==> src/rtl/demux_pkg.sv <==
// Shared types and helpers for the 1-to-M stream demux: hold-stage state, packet lock mode, one-hot channel mask.
package demux_pkg;

  typedef enum logic {EMPTY, FULL} state_t;

  typedef enum logic [1:0] {UNLOCKED, LOCKED, DROP} lock_t;

  // Mask is 16 wide (largest supported M); callers size-cast it to M bits.
  function automatic logic [15:0] onehot(input logic [3:0] sel, input int m);
    logic [15:0] r;
    r = '0;
    if (int'(sel) < m) r[sel] = 1'b1;
    return r;
  endfunction

endpackage

==> src/rtl/demux_hold_reg.sv <==
// One-deep data+last holding register with load and clear; 1-cycle load latency, no flow control of its own.
module demux_hold_reg #(
  parameter int W = 8
) (
  input  logic         clk,
  input  logic         rst,
  input  logic         load,
  input  logic         clear,
  input  logic [W-1:0] d_data,
  input  logic         d_last,
  output logic [W-1:0] q_data,
  output logic         q_last
);

  always_ff @(posedge clk or posedge rst) begin
    if (rst) begin
      q_data <= '0;
      q_last <= 1'b0;
    end else if (load) begin
      q_data <= d_data;
      q_last <= d_last;
    end else if (clear) begin
      q_data <= '0;
      q_last <= 1'b0;
    end
  end

endmodule

==> src/rtl/demux_1xm_stream.sv <==
// 1-to-M packet-locked stream demux, 1-cycle latency, full throughput; i_ready follows the selected y_ready.
// DEMUX_TRISTATE_EN: idle y_data slices drive 'z instead of 0.
module demux_1xm_stream
  import demux_pkg::*;
#(
  parameter int  W  = 8,
  parameter int  M  = 4,
  localparam int SW = $clog2(M)
) (
  input  logic           clk,
  input  logic           rst,
  input  logic [W-1:0]   i_data,
  input  logic           i_valid,
  input  logic           i_last,
  output logic           i_ready,
  input  logic [SW-1:0]  s,
  output logic [M*W-1:0] y_data,
  output logic [M-1:0]   y_valid,
  input  logic [M-1:0]   y_ready,
  output logic           y_last,
  output logic           busy,
  output logic           err
);

`ifdef DEMUX_TRISTATE_EN
  localparam logic [W-1:0] IDLE_SLICE = {W{1'bz}};
`else
  localparam logic [W-1:0] IDLE_SLICE = '0;
`endif

  state_t        state_q, state_d;
  lock_t         lock_q, lock_d;
  logic [SW-1:0] ch_q, ch_d;
  logic          err_q;
  logic          full, first, oor, accept, drop_beat, load, xfer;
  logic [W-1:0]  data_q;
  logic          last_q;

  assign full    = (state_q == FULL);
  assign first   = (lock_q == UNLOCKED);
  assign oor     = first && (32'(s) >= 32'(M));
  assign i_ready = (lock_q == DROP) || !full || y_ready[ch_q];
  assign accept  = i_valid && i_ready;
  // Dropped beats never touch the hold stage or the channel latch.
  assign drop_beat = accept && ((lock_q == DROP) || oor);
  assign load      = accept && !drop_beat;
  assign xfer      = full && y_ready[ch_q];

  always_ff @(posedge clk or posedge rst) begin
    if (rst) begin
      state_q <= EMPTY;
      lock_q  <= UNLOCKED;
      ch_q    <= '0;
      err_q   <= 1'b0;
    end else begin
      state_q <= state_d;
      lock_q  <= lock_d;
      ch_q    <= ch_d;
      err_q   <= drop_beat;
    end
  end

  always_comb begin
    state_d = state_q;
    lock_d  = lock_q;
    ch_d    = ch_q;
    if (load) begin
      state_d = FULL;
      ch_d    = first ? s : ch_q;
    end else if (xfer) begin
      state_d = EMPTY;
    end
    if (accept) begin
      if (i_last)     lock_d = UNLOCKED;
      else if (first) lock_d = oor ? DROP : LOCKED;
    end
  end

  demux_hold_reg #(.W(W)) u_hold (
    .clk    (clk),
    .rst    (rst),
    .load   (load),
    .clear  (xfer && !load),
    .d_data (i_data),
    .d_last (i_last),
    .q_data (data_q),
    .q_last (last_q)
  );

  assign y_valid = full ? M'(onehot(4'(ch_q), M)) : '0;
  assign y_last  = full && last_q;
  assign busy    = (lock_q != UNLOCKED);
  assign err     = err_q;

  for (genvar k = 0; k < M; k++) begin : g_slice
    assign y_data[k*W +: W] = (full && (ch_q == SW'(k))) ? data_q : IDLE_SLICE;
  end

endmodule

==> config.mk <==
export PLATFORM = sky130hd
export DESIGN_NAME = demux_1xm_stream
export DESIGN_NICKNAME = d
export VERILOG_FILES = /design/src/rtl/demux_pkg.sv /design/src/rtl/demux_hold_reg.sv /design/src/rtl/demux_1xm_stream.sv
export SDC_FILE = /design/constraint.sdc
export NUM_CORES = 1
export LEC_CHECK = 0
export CAP_MARGIN = 20
export CORE_MARGIN = 8
export CORE_UTILIZATION = 58
export DETAILED_ROUTE_END_ITERATION = 8
export DONT_BUFFER_PORTS = 1
export GPL_ROUTABILITY_DRIVEN = 1
export PLACE_DENSITY = 0.73
export SYNTH_ARGS = -nofsm -noshare
export SYNTH_HDL_FRONTEND = slang
export SYNTH_SLANG_ARGS = --single-unit
==> constraint.sdc <==
create_clock -name clk -period 2.7 [get_ports clk]
set_input_delay 0 -clock clk [delete_from_list [all_inputs] [get_ports clk]]
set_output_delay 0 -clock clk [all_outputs]
set_load 0.1 [all_outputs]
==> results of run 1 <==
-- logic make-up after synthesis --
logic type	after synthesis
buf+inv	10
compound gates	13
flops	13
mux	5
simple gates	42
other cells	1
-- metrics by stage --
stage	setup slack, ps	utilization [%]	instance area, µm²
2_1_floorplan	71.0	-	821
3_3_place_gp	1010	82.8	1090
3_5_place_dp	893	82.8	1090
-- synth_stat cells --
library cell	number
buf_2	1
buf_4	1
mux2_2	2
a221oi_1	1
and2_1	26
and2_0	1
a221o_1	1
a22o_1	9
a22oi_1	1
nand2_1	1
dfrtp_1	13
and2b_1	1
nand2b_1	1
and3_2	1
clkbuf_1	5
nor2_1	1
and2b_2	2
mux2i_1	3
a221oi_4	1
inv_1	3
and3_1	8
conb_1	1
==> reports/qor.csv, run 1 <==
stage,metric,value,unit
logic_synthesis,synth_nets,102,
logic_synthesis,synth_top_family_by_area,simple AND/OR/NAND/NOR gates,
logic_synthesis,synthXorXnorAreaFrac,0,%
clock_tree,root_buffer,clkbuf_4,
logic_synthesis,ys_ff_latch,13,
clock_tree,cts_made_buffers,3,
place,dpl.hpwl,2170,µm
clock_tree,clk_path_buf_depth,2,
place,routabilityCongestion,0.818,
clock_tree,cts_sinks,13,
logic_synthesis,synth-seq-area-share,39.6,%
logic_synthesis,avgSynthCellArea,9.77,µm²
logic_synthesis,yosys.area.top_type,dfrtp_1,
die,rows,13,
logic_synthesis,synth_area_leaders,"dfrtp_1 (40%), and2_1 (20%), a22o_1 (9.6%)",
clock_tree,post-cts-setup-buffers,0,
logic_synthesis,postSynthCellCount,84,
logic_synthesis,synth_top_area_share,39.6,%
place,io_buffers,0,
logic_synthesis,yosys_warnings,0,
die,initial_utilization,62.3,%
clock_tree,cts_resized,0,
run_status,status,did not finish,
clock_tree,cts_max_level,1,
logic_synthesis,synthMuxAreaShare,6.40,%
logic_synthesis,netlist_area,821,µm²
run_status,firstError,[ERROR DPL-0033] detailed placement checks failed during check placement.,
clock_tree,hold_buffers,13,
logic_synthesis,synth-simple-area-share,32.3,%
die,dieWidth,53.6,µm
logic_synthesis,synth_compound_area_share,16.0,%
run_status,haltStage,4_1_cts,
place,place_inst,129,
die,ios,58,
logic_synthesis,synth.distinct_cells,22,
die,die_h,53.6,µm
logic_synthesis,synth_adder_area_share,0,%
==> inputs of run 2 (changes only) <==
--- a/config.mk
+++ b/config.mk
@@ -6,12 +6,12 @@
 export NUM_CORES = 1
 export LEC_CHECK = 0
 export CAP_MARGIN = 20
-export CORE_MARGIN = 8
-export CORE_UTILIZATION = 58
+export CORE_AREA = 8 8 69 71
 export DETAILED_ROUTE_END_ITERATION = 8
+export DIE_AREA = 0 0 77 79
 export DONT_BUFFER_PORTS = 1
 export GPL_ROUTABILITY_DRIVEN = 1
-export PLACE_DENSITY = 0.73
+export PLACE_DENSITY_LB_ADDON = 0.15
 export SYNTH_ARGS = -nofsm -noshare
 export SYNTH_HDL_FRONTEND = slang
 export SYNTH_SLANG_ARGS = --single-unit
==> run 2 against run 1 <==
  * The run now ends clean
  * Synthesized cell count is the same
  * Area after synthesis is the same
==> reports/qor.csv, run 2 <==
stage,metric,value,unit,change
final_layout,multi_input_area,458,µm²,
worst_setup_path,cp-start-kind,flop,,
detailed_routing,vias_per_cell,4.33,,
global_route,grt_util_met2,16.1,%,
clock_tree,post-cts-setup-buffers,0,,unchanged
detailed_routing,route.vias.total,783,,
global_route,grt_use_met3,2.71,%,
global_route,grt_max_degree,16,,
logic_synthesis,netlist_area,821,µm²,unchanged
timing,rsz0062_at_grt,false,,
clock_tree,cts_sinks,13,,unchanged
final_layout,nNetsFinal,150,,
final_layout,layout_common_cells,"buf_4 (37), and2_1 (26), dfrtp_1 (13), dlygate4sd3_1 (13), a22o_1 (9)",,
final_layout,top_register,u_hold.q_data,,
worst_setup_path,critPathRequiredTime,2700,ps,
timing,fmax,0.506,GHz,
timing,fin_skew,1.51,ps,
global_route,grt_pass1_vias,828,,
timing,slew_headroom,35.6,%,
logic_synthesis,synth-seq-area-share,39.6,%,unchanged
logic_synthesis,synth_area_leaders,"dfrtp_1 (40%), and2_1 (20%), a22o_1 (9.6%)",,
die,core-area,3800,µm²,
die,initial_utilization,21.6,%,-41 points
die,rows,23,,+10
worst_setup_path,cp.arrival,1980,ps,
detailed_routing,wire_per_inst,15.5,µm,
global_route,grt_overflow,0,,
place,dpl.hpwl,2260,µm,+4.0%
global_route,met1_usage,9.61,%,
global_route,busiest_layer,met2,,
detailed_routing,drt-total-wl,2800,µm,
logic_synthesis,synthTopCellsByCount,"and2_1 (26), dfrtp_1 (13), a22o_1 (9)",,
worst_setup_path,crit_fanout,15,,
worst_setup_path,critPathKind,reg2out,,
logic_synthesis,ys_async_sr_fraction,100,%,unchanged
clock_tree,cts_resized,0,,unchanged
clock_tree,cts_tree,done,,
detailed_routing,drtIter0Drc,16,,
detailed_routing,drtPass1Iterations,4,,
run_status,status,completed,,
global_route,grt_util_all_layers,9.00,%,
detailed_routing,antenna_left,0,,
place,io_buffers,0,,unchanged
clock_tree,clkLatencyLatePin,230,ps,
logic_synthesis,yosys_warnings,0,,unchanged
die,ios,58,,unchanged
logic_synthesis,avgSynthCellArea,9.77,µm²,unchanged
logic_synthesis,synth.distinct_cells,22,,unchanged
timing,setup_ws,722,ps,
die,die_h,79,µm,+47%
clock_tree,clk_pin_slew,50,ps,
final_layout,drive_above_1_share,35.9,%,
final_layout,layout_commonest_cell,buf_4,,
timing,slew_violations,0,,
final_layout,largest_reg_flops,8,,
logic_synthesis,yosys.area.top_type,dfrtp_1,,
logic_synthesis,ys_ff_latch,13,,unchanged
timing,finalSetupViolations,0,,
final_layout,register_area,325,µm²,
die,dieArea,6080,µm²,
timing,fin_crit_sh,73.2,%,
logic_synthesis,synth_most_common_cell,and2_1,,
logic_synthesis,postSynthCellCount,84,,unchanged
final_layout,fin_util,34.5,%,
clock_tree,cts_made_buffers,3,,unchanged
timing,setup_tns,0,ps,
logic_synthesis,synth-main-ff-cell,dfrtp_1,,
place,pre_cts_slack,858,ps,-34.8 ps
worst_hold_path,hold_path_class,in2reg,,
logic_synthesis,synth_edf_count,0,,unchanged
logic_synthesis,synth_nets,102,,unchanged
die,dieWidth,77,µm,+44%
clock_tree,clk_path_buf_depth,2,,unchanged
final_layout,n_fill_cell,426,,
final_layout,diodes,0,,
global_route,grt_antenna_before_repair,0,,
timing,finalHoldViolCount,0,,
timing,holdWs,140,ps,
final_layout,area_growth,59.6,%,
timing,tightest_slew,973,ps,
clock_tree,cts_max_level,1,,unchanged
run,cap_violations,0,,
global_route,grt_pass1_wl,4360,µm,
final_layout,top_regs,"u_hold.q_data (8), ch_q (2)",,
detailed_routing,drc,0,,
place,routabilityCongestion,0.719,,-12%
worst_setup_path,end_kind,primary output,,
logic_synthesis,synth_top_area_share,39.6,%,unchanged
timing,period_needed,1980,ps,
clock_tree,root_buffer,clkbuf_8,,
==> run 2: cell counts after synthesis <==
No cell type changed its count.
==> run 2: cell type report <==
class	instances	share of cell area, %
Sequential cell	13	24.8
Timing Repair Buffer	50	31.1
Inverter	3	0.860
Multi-Input combinational cell	61	35.0
Tap cell	50	4.78
Clock buffer	4	3.44
==> run 2: timing repair <==
| action | CTS | global route |
|---|---|---|
| hold buffers | 13 | 0 |
| setup endpoints to repair | 0 | 0 |
| endpoints found under the hold margin | 26 | 0 |
==> run 2: metal layers <==
layer	part of all wire [%]	wire length, µm
met2	54	1520
met4	0.86	24
met1	40	1120
met3	5.0	141
met5	0	0
==> run 2: per-stage QoR <==
stage	cell area [µm²]	std cells
final	1310	181
after global routing	1310	181
after CTS	1310	181
after detailed placement	1130	164
after global placement	1130	164
after floorplan	821	84
==> run 2: worst max-delay path, cell delays in order, from the launching register on <==
cell	delay, ps
dfrtp_1	560
and3_2	670
and2_1	220
buf_4	290
==> run 2: worst paths after layout <==
kind | from | endpoint | slack [ps] | cells past startpoint
worst max-delay path | ch_q[1] | y_data[26] | 720 | 3
worst min register to register | u_hold.q_last | u_hold.q_last | 500 | 1
worst min-delay path | i_valid | ch_q[1] | 140 | 3
min in group asynchronous | rst | u_hold.q_data[0] | 220 | 2
worst max register to register | ch_q[1] | ch_q[0] | 890 | 3
max in group asynchronous | rst | ch_q[1] | 2150 | 2
==> run 2: logic make-up after synthesis <==
kind of cell / after synthesis / synth area share [%]
AND/OR/NAND/NOR: 42 / 32.3
AO/OA/AOI/OAI: 13 / 16.0
flip-flops: 13 / 39.6
buffers and inverters: 10 / 5.18
multiplexers: 5 / 6.40
other: 1 / 0.457
Power of run 2 is left out: the tool's default activity adds up to more than one toggle a clock period on the data nets, which glitch-free logic cannot reach.
==> inputs of run 3 (changes only) <==
==> constraint.sdc (replaced) <==
create_clock -name clk -period 2 [get_ports clk]
set_input_delay 0 -clock clk [delete_from_list [all_inputs] [get_ports clk]]
set_output_delay 0 -clock clk [all_outputs]
set_load 0.1 [all_outputs]
==> run 3 against run 2 <==
  * Clock skew rose by 2.0 ps
  * Critical endpoint is now y_data[0]
  * Non-clock buffer count increased by 4
  * Via count up 3.4%
==> reports/qor.csv, run 3 (same netlist as run 2, synthesis figures left out) <==
stage,metric,value,unit,change
die,dieWidth,77,µm,unchanged
clock_tree,cts_sinks,13,,unchanged
worst_setup_path,cp.buffers_inverters,2,,+1
timing,tightest_slew,529,ps,-444 ps
final_layout,drive_above_1_share,48.9,%,+13 points
worst_setup_path,end_kind,primary output,,
worst_setup_path,crit_fanout,10,,-5
worst_setup_path,critPathRequiredTime,2000,ps,-700 ps
worst_setup_path,cp-start-kind,flop,,
clock_tree,cts_made_buffers,3,,unchanged
clock_tree,post-cts-setup-buffers,0,,unchanged
worst_setup_path,reg2reg_from,ch_q[1],,
die,initial_utilization,21.6,%,unchanged
worst_setup_path,critPathKind,reg2out,,
worst_setup_path,cp.arrival,1770,ps,-210 ps
place,io_buffers,0,,unchanged
final_layout,diodes,0,,unchanged
run_status,status,completed,,
detailed_routing,drc,0,,unchanged
worst_hold_path,hold_depth,3,,unchanged
timing,slew_headroom,63.7,%,+28 points
timing,fin_skew,3.51,ps,+2.00 ps
final_layout,register_area,325,µm²,unchanged
final_layout,top_register,u_hold.q_data,,
final_layout,top_regs,"u_hold.q_data (8), ch_q (2)",,
worst_setup_path,crit_slowest_cell,dfrtp_1,,
final_layout,nNetsFinal,154,,+2.7%
detailed_routing,drtIter0Drc,19,,+3
clock_tree,cts_max_level,1,,unchanged
timing,fmax,0.566,GHz,
clock_tree,clk_path_buf_depth,2,,unchanged
timing,finalHoldViolCount,0,,unchanged
clock_tree,cts_tree,done,,
worst_setup_path,ff2ff_path_depth,3,,unchanged
detailed_routing,route.vias.total,810,,+3.4%
clock_tree,cts_resized,0,,unchanged
worst_setup_path,max_stage_delay,390,ps,-280 ps
timing,period_needed,1770,ps,
final_layout,area_growth,102,%,
die,rows,23,,unchanged
worst_hold_path,hold_path_class,in2reg,,
global_route,grt_pass1_wl,4860,µm,+11%
timing,fin_crit_sh,88.4,%,
clock_tree,clkLatencyLatePin,240,ps,about the same
clock_tree,hold_buffers,13,,unchanged
final_layout,largest_reg_flops,8,,unchanged
worst_setup_path,r2r-end,u_hold.q_data[3],,
timing,rsz0062_at_grt,false,,
global_route,grt_antenna_before_repair,0,,unchanged
detailed_routing,drt-total-wl,3060,µm,+9.4%
final_layout,layout_commonest_cell,buf_12,,
worst_setup_path,crit_family,simple AND/OR/NAND/NOR gates,,
run,cap_violations,0,,unchanged
global_route,grt_overflow,0,,unchanged
detailed_routing,wire_per_inst,16.5,µm,+7.0%
worst_setup_path,regToRegSetupSlack,380,ps,-510 ps
worst_hold_path,worstHoldEndpoint,ch_q[0],,
final_layout,layout_common_cells,"buf_12 (24), buf_4 (17), and2_2 (15)",,
detailed_routing,drtPass1Iterations,4,,unchanged
die,dieArea,6080,µm²,unchanged
final_layout,layout.cells.non_filler,185,,+2.2%
detailed_routing,antenna_left,0,,unchanged
place,dpl.hpwl,2530,µm,+12%
worst_setup_path,crit_path_cell_trace,"and2b_1, buf_4, and2b_2, and2_1, buf_12",,
global_route,grt_pass1_vias,883,,+6.6%
die,ios,58,,unchanged
detailed_routing,vias_per_cell,4.38,,+1.2%
place,routabilityCongestion,0.749,,+4.2%
die,die_h,79,µm,unchanged
clock_tree,root_buffer,clkbuf_8,,
worst_hold_path,hp-start,i_valid,,
global_route,grt_util_all_layers,10.1,%,+1.1 points
final_layout,multi_input_area,477,µm²,+4.1%
die,core-area,3800,µm²,unchanged
clock_tree,clk_pin_slew,50,ps,about the same
timing,slew_violations,0,,unchanged
place,place_inst,168,,+2.4%
global_route,grt_max_degree,14,,-2
final_layout,n_fill_cell,379,,-11%
timing,finalSetupViolations,0,,unchanged
-- run 3: cell types whose count changed in the layout (fill, tap and decap cells not counted) --
cell	previous run	this run
and2_2	0	15
and2_1	26	11
buf_12	0	24
buf_4	37	17
-- run 3: area by class of cell --
cell class	count	share of cell area, %
tap	50	3.77
multi-input combinational	61	28.7
sequential	13	19.6
timing repair buffer	54	44.5
clock buffer	4	2.71
inverter	3	0.679
-- run 3: metal layers --
layer | track usage, % | vias up | share of wire (%) | wire [µm]
li1 | - | 385 | - | -
met1 | 10.8 | 392 | 40 | 1210
met2 | 18.1 | 27 | 54 | 1660
met3 | 2.14 | 6 | 3.5 | 108
met4 | 6.04 | 0 | 2.6 | 79
met5 | 0 | - | 0 | 0
-- run 3: worst max-delay path by stage --
stage | slack (ps) | end | start | cells past startpoint
global route | 150 | y_data[0] | ch_q[0] | 5
finish | 230 | y_data[0] | ch_q[0] | 5
global placement | 420 | ch_q[0] | full | 3
CTS | 210 | y_data[0] | ch_q[0] | 5
detailed placement | 370 | u_hold.q_data[3] | ch_q[1] | 3
floorplan | -130 | y_data[0] | ch_q[0] | 4
-- run 3: stage by stage --
step	util, %	setup TNS (ps)	instance area (µm²)	hold slack [ps]	setup WS, ps
after floorplan	-	-131	848	-123	-131
after global placement	39.1	0	1480	-61.4	425
after detailed placement	39.1	0	1480	-46.4	370
after CTS	43.7	0	1660	117	211
after global routing	43.7	0	1660	127	148
final	43.7	0	1660	122	233
-- run 3: worst min-delay path: stages --
cell      delay, ps
nand2b_1         50
a221oi_1         60
mux2_2          220
Power of run 3 is left out for the same reason.
